## config.mk

```make
export PLATFORM = sky130hd
export DESIGN_NAME = regfile_write_arbiter
export DESIGN_NICKNAME = d
export VERILOG_FILES = /design/src/rtl/rf_pkg.sv /design/src/rtl/wb_fifo.sv /design/src/rtl/regfile_write_arbiter.sv
export SDC_FILE = /design/constraint.sdc
export NUM_CORES = 1
export LEC_CHECK = 0
export CORE_ASPECT_RATIO = 0.75
export CORE_MARGIN = 4
export CORE_UTILIZATION = 58
export DETAILED_ROUTE_END_ITERATION = 6
export GPL_TIMING_DRIVEN = 0
export PLACE_DENSITY = 0.86
export SLEW_MARGIN = 20
export SYNTH_ARGS = -nofsm -noshare
export SYNTH_HDL_FRONTEND = slang
export SYNTH_SLANG_ARGS = --single-unit
```

## constraint.sdc

```tcl
create_clock -name clk -period 9.21 [get_ports clk]
set_clock_uncertainty 0.2 [all_clocks]
set_input_delay 0.921 -clock clk [delete_from_list [all_inputs] [get_ports clk]]
set_output_delay 0.921 -clock clk [all_outputs]
set_load 0.1 [all_outputs]
```

## src/rtl/rf_pkg.sv

```systemverilog
`default_nettype none
// +----------------------------------------------------------------------------+
// | Module : rf_pkg                                                            |
// | Desc   : Shared register-file widths and writeback entry type.             |
// | Rev    : 1.0  initial release                                              |
// +----------------------------------------------------------------------------+
package rf_pkg;
  localparam int REG_ADDR_W = 5;
  localparam int XLEN       = 32;
  localparam logic [REG_ADDR_W-1:0] REG_ZERO = 5'd0;

  typedef struct packed {
    logic                  live;
    logic [REG_ADDR_W-1:0] addr;
    logic [XLEN-1:0]       data;
  } wb_entry_t;
endpackage
`default_nettype wire

```

## src/rtl/wb_fifo.sv

```systemverilog
`default_nettype none
// +----------------------------------------------------------------------------+
// | Module : wb_fifo                                                           |
// | Desc   : Multi-cycle result FIFO with per-entry kill-by-address and a      |
// |          pending-destination bitmap over live entries.                     |
// | Rev    : 1.0  initial release                                              |
// +----------------------------------------------------------------------------+
module wb_fifo
  import rf_pkg::*;
#(
  parameter int DEPTH = 4,
  parameter int AW    = REG_ADDR_W,
  parameter int DW    = XLEN
) (
  input  logic                     clk,
  input  logic                     rst,
  input  logic                     i_push,
  input  logic                     i_push_live,
  input  logic [AW-1:0]            i_push_addr,
  input  logic [DW-1:0]            i_push_data,
  input  logic                     i_pop,
  input  logic                     i_kill,
  input  logic [AW-1:0]            i_kill_addr,
  output logic                     o_empty,
  output logic [$clog2(DEPTH):0]   o_count,
  output logic                     o_head_live,
  output logic [AW-1:0]            o_head_addr,
  output logic [DW-1:0]            o_head_data,
  output logic [2**AW-1:0]         o_pending
);
  localparam int PW = $clog2(DEPTH);

  logic [PW:0]   r_wr;
  logic [PW:0]   r_rd;
  logic          r_live [DEPTH];
  logic [AW-1:0] r_addr [DEPTH];
  logic [DW-1:0] r_data [DEPTH];

  logic [PW-1:0] w_wr_idx;
  logic [PW-1:0] w_rd_idx;

  assign w_wr_idx    = r_wr[PW-1:0];
  assign w_rd_idx    = r_rd[PW-1:0];
  assign o_empty     = (r_wr == r_rd);
  assign o_count     = r_wr - r_rd;
  assign o_head_live = r_live[w_rd_idx];
  assign o_head_addr = r_addr[w_rd_idx];
  assign o_head_data = r_data[w_rd_idx];

  // Live bits are cleared on pop so the bitmap only needs to scan live flags.
  always_ff @(posedge clk or posedge rst) begin
    if (rst) begin
      r_wr <= '0;
      r_rd <= '0;
      for (int i = 0; i < DEPTH; i++) r_live[i] <= 1'b0;
    end else begin
      for (int i = 0; i < DEPTH; i++) begin
        if (i_kill && (r_addr[i] == i_kill_addr)) r_live[i] <= 1'b0;
      end
      if (i_pop) begin
        r_live[w_rd_idx] <= 1'b0;
        r_rd             <= r_rd + 1'b1;
      end
      if (i_push) begin
        r_live[w_wr_idx] <= i_push_live && !(i_kill && (i_push_addr == i_kill_addr));
        r_wr             <= r_wr + 1'b1;
      end
    end
  end

  always_ff @(posedge clk) begin
    if (i_push) begin
      r_addr[w_wr_idx] <= i_push_addr;
      r_data[w_wr_idx] <= i_push_data;
    end
  end

  always_comb begin
    o_pending = '0;
    for (int i = 0; i < DEPTH; i++) begin
      if (r_live[i]) o_pending[r_addr[i]] = 1'b1;
    end
    o_pending[0] = 1'b0;
  end
endmodule
`default_nettype wire

```

## src/rtl/regfile_write_arbiter.sv

```systemverilog
`default_nettype none
// +----------------------------------------------------------------------------+
// | Module : regfile_write_arbiter                                             |
// | Desc   : Single register-file write port merging pipeline writeback        |
// |          (strict priority) with buffered multi-cycle results.              |
// |          Optional macro REGFILE_WB_BYPASS_EN: empty-FIFO mc bypass.        |
// | Rev    : 1.0  initial release                                              |
// +----------------------------------------------------------------------------+
module regfile_write_arbiter
  import rf_pkg::*;
#(
  parameter int DEPTH         = 4,
  parameter int ADDRESS_WIDTH = REG_ADDR_W,
  parameter int DATA_WIDTH    = XLEN
) (
  input  logic                        clk,
  input  logic                        rst,
  input  logic                        wb_we_i,
  input  logic [ADDRESS_WIDTH-1:0]    wb_addr_i,
  input  logic [DATA_WIDTH-1:0]       wb_data_i,
  input  logic                        mc_valid_i,
  output logic                        mc_ready_o,
  input  logic [ADDRESS_WIDTH-1:0]    mc_addr_i,
  input  logic [DATA_WIDTH-1:0]       mc_data_i,
  output logic                        rf_we_o,
  output logic [ADDRESS_WIDTH-1:0]    rf_addr_o,
  output logic [DATA_WIDTH-1:0]       rf_wd_o,
  output logic [2**ADDRESS_WIDTH-1:0] pending_o
);
  localparam int PW = $clog2(DEPTH);
  localparam logic [PW:0] c_FIFO_DEPTH = (PW+1)'(DEPTH);
  localparam logic [ADDRESS_WIDTH-1:0] c_X0 = ADDRESS_WIDTH'(REG_ZERO);

  logic                     w_wb_eff;
  logic                     w_mc_xfer;
  logic                     w_mc_nz;
  logic                     w_bypass;
  logic                     w_push;
  logic                     w_pop;
  logic                     w_fifo_empty;
  logic [PW:0]              w_fifo_count;
  logic                     w_head_live;
  logic [ADDRESS_WIDTH-1:0] w_head_addr;
  logic [DATA_WIDTH-1:0]    w_head_data;

  assign mc_ready_o = (w_fifo_count < c_FIFO_DEPTH);
  assign w_wb_eff   = wb_we_i && (wb_addr_i != c_X0);
  assign w_mc_xfer  = mc_valid_i && mc_ready_o;
  assign w_mc_nz    = (mc_addr_i != c_X0);

`ifdef REGFILE_WB_BYPASS_EN
  assign w_bypass = w_mc_xfer && w_mc_nz && w_fifo_empty && !w_wb_eff;
`else
  assign w_bypass = 1'b0;
`endif

  // x0 transfers are accepted but dropped here.
  assign w_push = w_mc_xfer && w_mc_nz && !w_bypass;
  assign w_pop  = !w_wb_eff && !w_fifo_empty;

  wb_fifo #(
    .DEPTH (DEPTH),
    .AW    (ADDRESS_WIDTH),
    .DW    (DATA_WIDTH)
  ) u_fifo (
    .clk         (clk),
    .rst         (rst),
    .i_push      (w_push),
    .i_push_live (1'b1),
    .i_push_addr (mc_addr_i),
    .i_push_data (mc_data_i),
    .i_pop       (w_pop),
    .i_kill      (w_wb_eff),
    .i_kill_addr (wb_addr_i),
    .o_empty     (w_fifo_empty),
    .o_count     (w_fifo_count),
    .o_head_live (w_head_live),
    .o_head_addr (w_head_addr),
    .o_head_data (w_head_data),
    .o_pending   (pending_o)
  );

  always_ff @(posedge clk or posedge rst) begin
    if (rst) begin
      rf_we_o   <= 1'b0;
      rf_addr_o <= '0;
      rf_wd_o   <= '0;
    end else if (w_wb_eff) begin
      rf_we_o   <= 1'b1;
      rf_addr_o <= wb_addr_i;
      rf_wd_o   <= wb_data_i;
    end else if (w_pop) begin
      rf_we_o   <= w_head_live;
      rf_addr_o <= w_head_addr;
      rf_wd_o   <= w_head_data;
    end else if (w_bypass) begin
      rf_we_o   <= 1'b1;
      rf_addr_o <= mc_addr_i;
      rf_wd_o   <= mc_data_i;
    end else begin
      rf_we_o   <= 1'b0;
    end
  end
endmodule
`default_nettype wire

```

* Word level (Yosys, flattened, before mapping) *
Memory sizes are Yosys's and may differ from the RTL's.
Cells that the tools add are included.

operators by class
  bitwise operators = 7
  $lt $le $gt $ge = 13
  reductions and logical operators = 21
  add/sub/neg operators = 3
  mux-type cells = 34
  eq/ne operators = 6

operators with widths
  operator                                                            number
  two-way mux 32 bit                                                  6
  bitwise OR 32 bit                                                   3
  equality test 5 bit                                                 5
  less-than comparator 5 x 6 -> 1 bit (second input constant)         4
  demux 1 bit (select 5 bit)                                          4
  greater-or-equal comparator 5 x 1 -> 1 bit (second input constant)  4
  two-way mux 1 bit                                                   16
  logical AND 1 bit                                                   15
  two-way mux 5 bit                                                   2
  nonzero test 5 bit                                                  2
  two-way mux 4 bit                                                   2
  adder 3 x 1 -> 3 bit (second input constant)                        2
  greater-or-equal comparator 3 bit (second input constant)           2
  less-than comparator 3 x 1 -> 1 bit (second input constant)         2
  inverter 2 -> 3 bit                                                 2
  bitwise AND 4 bit                                                   1
  bitwise mux 4 bit                                                   1
  demux 1 bit (select 2 bit)                                          2
  inverter 4 bit                                                      1
  equality test 3 bit                                                 1
  logical NOT 1 bit                                                   3
  less-than comparator 3 bit (second input constant)                  1
  subtractor 3 bit                                                    1
  binary-select mux 1 bit (select 2 bit)                              1
  nonzero test 2 bit                                                  1

storage, ports and cells
  RAM bits = 148
  bits in registers = 48
  output and inout bits = 71
  memories kept = 2

memories
  name           words  width  rd ports  clocked after Yosys merged registers in  write ports  line           RTL
  u_fifo.r_data  4      32     1         0                                        1            wb_fifo.sv:37  logic [DW-1:0] r_data [DEPTH];
  u_fifo.r_addr  4      5      5         0                                        1            wb_fifo.sv:36  logic [AW-1:0] r_addr [DEPTH];

* Depth between registers and ports, before layout *
Gate-level depths: netlist of run 1.
An unclocked memory read counts as a cell.

  depth after elaboration = 12
  gate-level depth with buffers = 9
  gate-level depth less buffers = 7

* Cells and area by module *
Synthesis of run 1 repeated with hierarchy kept, for this count alone.

second synthesis, totals
  cells, all modules = 574
  area total of the unflattened synthesis = 9102.5 µm²

by module, submodules not included
  module                 instances  area an instance (µm²)  cells each  sequential area each (µm²)
  wb_fifo                1          7215.7                  439         4694.5
  regfile_write_arbiter  1          1886.8                  135         950.9

* Worst setup path before layout of run 1 *
OpenSTA, ideal clock, no wires.

  path type = flip-flop to flip-flop
  start point = register u_fifo.r_rd[1]
  end point = memory u_fifo.r_addr[0][0] (netlist bit) (enable)
  path buffers = 2
  stages on the path, launching flop included = 9
  arrival time = 3274 ps
  slack = 5337 ps
  clock period less this slack = 3873 ps
  setup time = 399 ps
  cell sequence = dfrtp_1 > clkbuf_1 > clkbuf_1 > inv_1 > ha_1 > nor2b_1 > or3_1 > a21oi_2 > and2_1

on the way
  word-level cells in the longest chain between the ends = 6

ends and longest elaborated chain
  item                                     line                         RTL
  start, declared                          wb_fifo.sv:34                logic [PW:0] r_rd;
  start signal, assigned                   wb_fifo.sv:62                r_rd <= r_rd + 1'b1;
  subtractor 3 bit                         wb_fifo.sv:45                assign o_count = r_wr - r_rd;
  less-than comparator 3 bit               regfile_write_arbiter.sv:46  assign mc_ready_o = (w_fifo_count < c_FIFO_DEPTH);
  logical AND 1 bit                        regfile_write_arbiter.sv:48  assign w_mc_xfer = mc_valid_i && mc_ready_o;
  logical AND 1 bit                        regfile_write_arbiter.sv:58  assign w_push = w_mc_xfer && w_mc_nz && !w_bypass;
  two-way mux 1 bit                        wb_fifo.sv:72                if (i_push) begin
  two-way mux 1 bit (implied by the code)  wb_fifo.sv:73                r_addr[w_wr_idx] <= i_push_addr;
  end, declared                            wb_fifo.sv:36

No other way between the ends.

* Final worst setup path of run 1 *
  start point = register u_fifo.r_rd[1]
  end point = output mc_ready_o

on the way
  word-level cells in the longest chain between the ends = 2

ends and longest elaborated chain
  item                        line                         RTL
  subtractor 3 bit            wb_fifo.sv:45
  less-than comparator 3 bit  regfile_write_arbiter.sv:46
  end, declared               regfile_write_arbiter.sv:22  output logic mc_ready_o,

No other way between the ends.

==> results.md, run 1 <==
- Sink Count: 196
- Post-DP HPWL: around 16000 um
- # DRC: 0
- Setup bufs post-CTS: 0
- Final instance area: ~11000 um^2
- Crit Path Class: reg -> out
- Placement-stage cell area: between 10000 and 15000 um^2
- Clk buf depth: 2
- Dominant synthesized flop cell: edfxtp_1
- First-pass GRT wire length: 35900 um
- Reg-to-reg slack, setup: 4.68 ns
- Leak pwr: roughly 0.0041 uW
- DRT antenna net count: 0
- Endpoints failing hold: 0
- H-tree depth: 4
- Average vias per placed instance: around 6.4
- Sequential share of power: 0.328
- Die height: roughly 120 um
- Max rail drop VDD: 269 uV
- Gate power share: 0.486
- Seq/Total Area, Yosys: 0.628
- Initial DRC Count: around 790
- Pwr dens: about 350 nW/um^2
- Async S/R FF share, synth: 0.245
- Switch share: 0.447
- Die area: roughly 18000 um^2
- Final TNS setup: 0 ns
- Total Wirelength: between 20000 and 25000 um
- Clock-pin slew on the worst setup and hold paths: roughly 0.070 ns
- Least-Margin Pin Slew: 1.21 ns
- Max-slew violation count: 0
- Commonest non-fill, non-tap cell in the layout: edfxtp_1
- Routed WL per cell: around 24 um
- Die width: 152 um
- CTS tree: built
- Initial Utilization: 0.590
- Worst min path class: reg -> reg
- Hold wc startpoint: u_fifo.r_rd[2]
- Syn nets: a little over 700
- Fmax: roughly 180 MHz
- Clk pwr share: 0.186
- GPL Wtd Cong: about 0.96
- Io pins: ~150
- Internal power: between 2000 and 2500 uW
- Synthesized area per cell: between 10 and 15 um^2
- Insertion delay to the later sink of the worst-skew pair: around 0.43 ns
- Synthesized area: approximately 9000 um^2
- Most frequent cells in the layout: edfxtp_1 (148), clkdlybuf4s50_1 (142), nand2_1 (60)
- Area grow syn2layout: 26.6%
- Number of global-route vias before repair: between 6000 and 7000
- Post-synth EDFFs: 148
- Fin crit period: 5.55 ns
- Synth Instances: ~620
- Synth warnings: 0
- DRT Pass-1 Iters: 5
- Critical Path RT: slightly above 8 ns
- Share of cells above drive strength 1: 0.133
- Synth unique cells: 47
- Clock buffer count from CTS: 17
- Worst Setup End Kind: output port
- Finished Core Util: 0.747
- Crit path max fanout: 10
- Critical Path Source Type: flop
- Crit path from: u_fifo.r_rd[1]
- WP data arrival: approximately 4.4 ns
- Grt ovf: 0
- Number of max-cap violations: 0
- RSZ-0062 raised after global routing: no
- All-Layer GR Usage: 0.278
- Beginning of the worst register-to-register path: u_fifo.r_rd[1]
- Row count: 39
- Final setup viols: 0
- Nets: between 800 and 900
- CTS root buffer: clkbuf_16
- Final Cycle Share: 0.603
- Maximum number of pins on one net before global-route repair: 29
- Slew HR: 0.189
- Status: finished clean
- Post-cts repair resize count: 0
- Initial antenna violation count: 0
- Synth Register Bits: 196
- DR vias: 6375
- Post-CTS Hold Fix Bufs: 0
- NetSw: around 1800 uW
- Core area: between 15000 and 20000 um^2
- I/O Buffers: 142
-- sequential cells by signal (all words and copies together), names as in the netlist --
signal / count
u_fifo.r_addr: 20
rf_we_o: 1
u_fifo.r_live: 4
rf_addr_o: 5
u_fifo.r_wr: 3
rf_wd_o: 32
u_fifo.r_rd: 3
u_fifo.r_data: 128
-- stage by stage --
stage / total power, uW / hold WS (ns) / cells / setup slack [ns]
finish: 3960 / 0.323 / 1002 / 3.66
global route: 4120 / 0.333 / 1000 / 3.47
CTS: 3970 / 0.322 / 1000 / 3.68
detailed placement: 3230 / 0.285 / 968 / 4.17
global placement: 3150 / 0.282 / 963 / 4.04
floorplan: 2700 / 0.265 / 616 / 5.34
-- layout make-up --
type | instances | area, um^2
Fill cell | 915 | 3850
Timing Repair Buffer | 147 | 1530
Multi-Input combinational cell | 369 | 3110
Clock inverter | 15 | 169
Sequential cell | 196 | 5650
Clock buffer | 17 | 425
Antenna cell | 2 | 5.00
Inverter | 6 | 22.5
Buffer | 45 | 211
Tap cell | 205 | 256
-- path summary, 6_finish.rpt --
path                                        endpoint  depth (start not counted)
worst max-delay path                      mc_ready_o                          8
worst min-delay path                  u_fifo.r_rd[2]                          1
worst max register to register  u_fifo.r_data[2][27]                          9
worst min register to register        u_fifo.r_rd[2]                          1
max in group asynchronous               rf_addr_o[0]                          3
min in group asynchronous                rf_wd_o[17]                          2
-- worst max-delay path, cell delays in order, from the launching register on --
cell,delay (ns)
dfrtp_1,0.43
clkbuf_1,0.49
clkbuf_1,0.70
inv_1,0.23
ha_1,0.38
nor2b_1,0.16
or3_1,0.34
nand2_1,0.09
clkdlybuf4s50_1,1.17
-- logic make-up (layout without fill, tap and decap cells) --
group | after synthesis | in the layout | share of synthesized area
AOI/OAI and AO/OA | 119 | 119 | 0.0887
xor gates and xnor gates | 30 | 30 | 0.0292
adders and majority gates | 10 | 10 | 0.0139
buffers and inverters | 51 | 230 | 0.0260
DFF | 196 | 196 | 0.628
muxes | 76 | 76 | 0.138
other | 1 | 3 | 0.000417
and+or+nand+nor | 133 | 133 | 0.0755
-- cells in the mapped netlist (8+ instances only) --
master / number / share of area
mux4_2: 38 / 0.095
xor2_1: 13 / 0.013
xnor2_1: 17 / 0.017
a22oi_1: 12 / 0.010
mux2i_1: 37 / 0.041
a221o_1: 12 / 0.013
nor2_1: 16 / 0.0067
nor3b_1: 8 / 0.0067
buf_2: 10 / 0.0056
edfxtp_1: 148 / 0.49
nand2_1: 60 / 0.025
nand3_1: 9 / 0.0050
o221ai_1: 12 / 0.012
o22ai_1: 12 / 0.0084
clkbuf_1: 29 / 0.012
ha_1: 10 / 0.014
o21ai_1: 19 / 0.011
a21oi_1: 10 / 0.0056
nand3b_1: 10 / 0.0084
o21ai_0: 26 / 0.014
dfrtp_1: 48 / 0.13
-- power groups by stage --
stage               combinational (uW)  sequential, uW  clock (uW)
floorplan                          862            1840           0
detailed placement                1910            1310           0
global route                      2020            1320         782
global placement                  1840            1310           0
CTS                               1930            1300         741
finish                            1920            1300         735
-- routing by layer --
layer,wire (um),global-route usage,vias up
met1,9300,0.376,3156
met2,11800,0.450,424
li1,-,-,2740
met3,2450,0.0614,55
met5,0,0,-
met4,479,0.104,0
Note: power is estimated with default switching activity, not from simulation.
==> run 2: changes to the inputs <==
--- a/config.mk
+++ b/config.mk
@@ -7,10 +7,10 @@
 export LEC_CHECK = 0
 export CORE_ASPECT_RATIO = 0.75
 export CORE_MARGIN = 4
-export CORE_UTILIZATION = 58
+export CORE_UTILIZATION = 48
 export DETAILED_ROUTE_END_ITERATION = 6
 export GPL_TIMING_DRIVEN = 0
-export PLACE_DENSITY = 0.86
+export PLACE_DENSITY = 0.76
 export SLEW_MARGIN = 20
 export SYNTH_ARGS = -nofsm -noshare
 export SYNTH_HDL_FRONTEND = slang
==> constraint.sdc (replaced) <==
create_clock -name clk -period 5.1 [get_ports clk]
set_clock_uncertainty 0.2 [all_clocks]
set_input_delay 0.51 -clock clk [delete_from_list [all_inputs] [get_ports clk]]
set_output_delay 0.51 -clock clk [all_outputs]
set_load 0.1 [all_outputs]
==> run 2 against run 1 <==
  * Die area up 20%
  * Worst setup slack worse by 3.4 ns
  * Sequential power up 80%
  * Non-clock buffer count down 1
  * Hold slack worse by 0.16 ns
  * Via count down 2.5%
  * Utilization down 13 points
  * Critical path depth unchanged
  * Critical endpoint unchanged
  * Highest routed layer unchanged
==> results.md, run 2 (same netlist as run 1, synthesis figures left out) <==
- Initial DRC Count: just over 600
- Clock buffer count from CTS: 17
- First-pass GRT wire length: 36800 um
- Number of max-cap violations: 0
- Average vias per placed instance: 5.97
- Setup bufs post-CTS: 0
- DRT Pass-1 Iters: 5
- Insertion delay to the later sink of the worst-skew pair: approximately 0.43 ns
- Least-Margin Pin Slew: roughly 1.0 ns
- CTS tree: built
- Worst min path class: in -> reg
- Final setup viols: 0
- WP data arrival: between 4 and 5 ns
- Core area: around 18000 um^2
- All-Layer GR Usage: 0.226
- Die height: ~130 um
- Maximum number of pins on one net before global-route repair: just under 50
- Max-slew violation count: 0
- RSZ-0062 raised after global routing: no
- Final TNS setup: 0 ns
- H-tree depth: 4
- Hold_ws: between 0.15 and 0.2 ns
- Final Cycle Share: 0.943
- Sink Count: 196
- Routed WL per cell: 22.7 um
- Top reg by flops: u_fifo.r_data
- Worst Setup End Kind: output port
- Crit path from: u_fifo.r_rd[1]
- Initial Utilization: 0.487
- Number of global-route vias before repair: roughly 6500
- Finished Core Util: 0.621
- Die width: ~170 um
- GPL Wtd Cong: between 0.9 and 1
- Share of cells above drive strength 1: 0.134
- Die area: 21000 um^2
- # DRC: 0
- Met2 GRT Util: 0.349
- Critical Path RT: ~4.4 ns
- GR Layer Usage met3: 0.0651
- DR vias: a little over 6000
- Largest registers: u_fifo.r_data x128, rf_wd_o x32, u_fifo.r_addr x20
- Post-CTS Hold Fix Bufs: 0
- Max rail drop VDD: around 570 uV
- DRT antenna net count: 0
- Beginning of the worst register-to-register path: u_fifo.r_rd[1]
- Critical Path Source Type: flop
- Pwr dens: ~630 nW/um^2
- Endpoints failing hold: 0
- Slew HR: 0.300
- Clock-pin slew on the worst setup and hold paths: approximately 0.08 ns
- Most frequent cells in the layout: edfxtp_1 (148), clkdlybuf4s50_1 (141), nand2_1 (60)
- CTS root buffer: clkbuf_16
- Nets: approximately 870
- Total Wirelength: 23700 um
- Initial antenna violation count: 0
- Area grow syn2layout: 27.4%
- M1 GR Usage: 0.318
- Status: finished clean
- Io pins: around 150
- Global routing's busiest layer: met2
- Hold wc startpoint: wb_addr_i[0]
- Post-DP HPWL: about 16000 um
- Commonest non-fill, non-tap cell in the layout: edfxtp_1
- Ant diodes: 0
- Leak pwr: 0.00412 uW
- I/O Buffers: 142
- Fin crit period: a little under 5 ns
- Crit Path Class: reg -> out
- Row count: 43
- Max reg flops: between 100 and 150
- Grt ovf: 0
- Crit path max fanout: 10
- Fmax: 208 MHz
- Clk buf depth: 2
run 2: cell types whose count changed in the layout (fill, tap and decap cells not counted), moves of 2 or more:
cell,delta
inv_6,-3
diode_2,-2
nor3b_1,-2
clkinvlp_4,-2
clkinv_4,+2
nor3b_2,+2
clkinv_2,-2
run 2: report_power, final:
part,internal (uW),total [uW],switching (uW)
registers,2150,2340,188
logic,1090,3430,2340
clock network,759,1400,640
run 2: layout make-up:
cell class | count | area, um^2
fillers | 1346 | 7000
repair buffers | 146 | 1500
plain buffers | 45 | 211
clock inverters | 14 | 209
clock buffers | 18 | 429
inverters | 6 | 25.0
flip-flops and latches | 196 | 5650
well taps | 247 | 309
multi-input cells | 369 | 3120
run 2: worst paths after layout:
| path | slack (ns) | to | cells after the start |
|---|---|---|---|
| min reg2reg | 0.31 | u_fifo.r_rd[2] | 1 |
| max in group asynchronous | 3.90 | rf_wd_o[27] | 2 |
| min in group asynchronous | 0.32 | rf_wd_o[5] | 2 |
| max | 0.29 | mc_ready_o | 8 |
| max reg2reg | 0.71 | u_fifo.r_data[3][16] | 10 |
| min | 0.16 | rf_addr_o[0] | 3 |
run 2: through the flow:
stage / setup slack (ns) / instances / total power [uW] / instance area, um^2
after floorplan: 1.23 / 616 / 4880 / 8990
after global placement: -0.0954 / 1005 / 5720 / 10700
after detailed placement: 0.491 / 1009 / 5810 / 10800
after CTS: 0.240 / 1041 / 7210 / 11400
after global routing: 0.0808 / 1041 / 7500 / 11500
final: 0.293 / 1041 / 7170 / 11500
run 2: critical path, stage by stage, from the launching register on:
cell	delay (ns)
dfrtp_1	0.43
clkbuf_1	0.51
clkbuf_1	0.64
inv_1	0.24
ha_1	0.36
nor2b_1	0.14
or3_1	0.36
nand2_1	0.10
dlygate4sd2_1	0.89
run 2: routing by layer:
layer | wire length, um | up-vias
met3 | 2210 | 45
met2 | 10800 | 345
met1 | 10200 | 3094
met5 | 0 | -
met4 | 415 | 0
li1 | - | 2729
run 2: repair_timing:
action / CTS / global route
resized for setup: 1 / 0
endpoints found under the setup margin: 1 / 0
hold endpoints to repair: 0 / 0
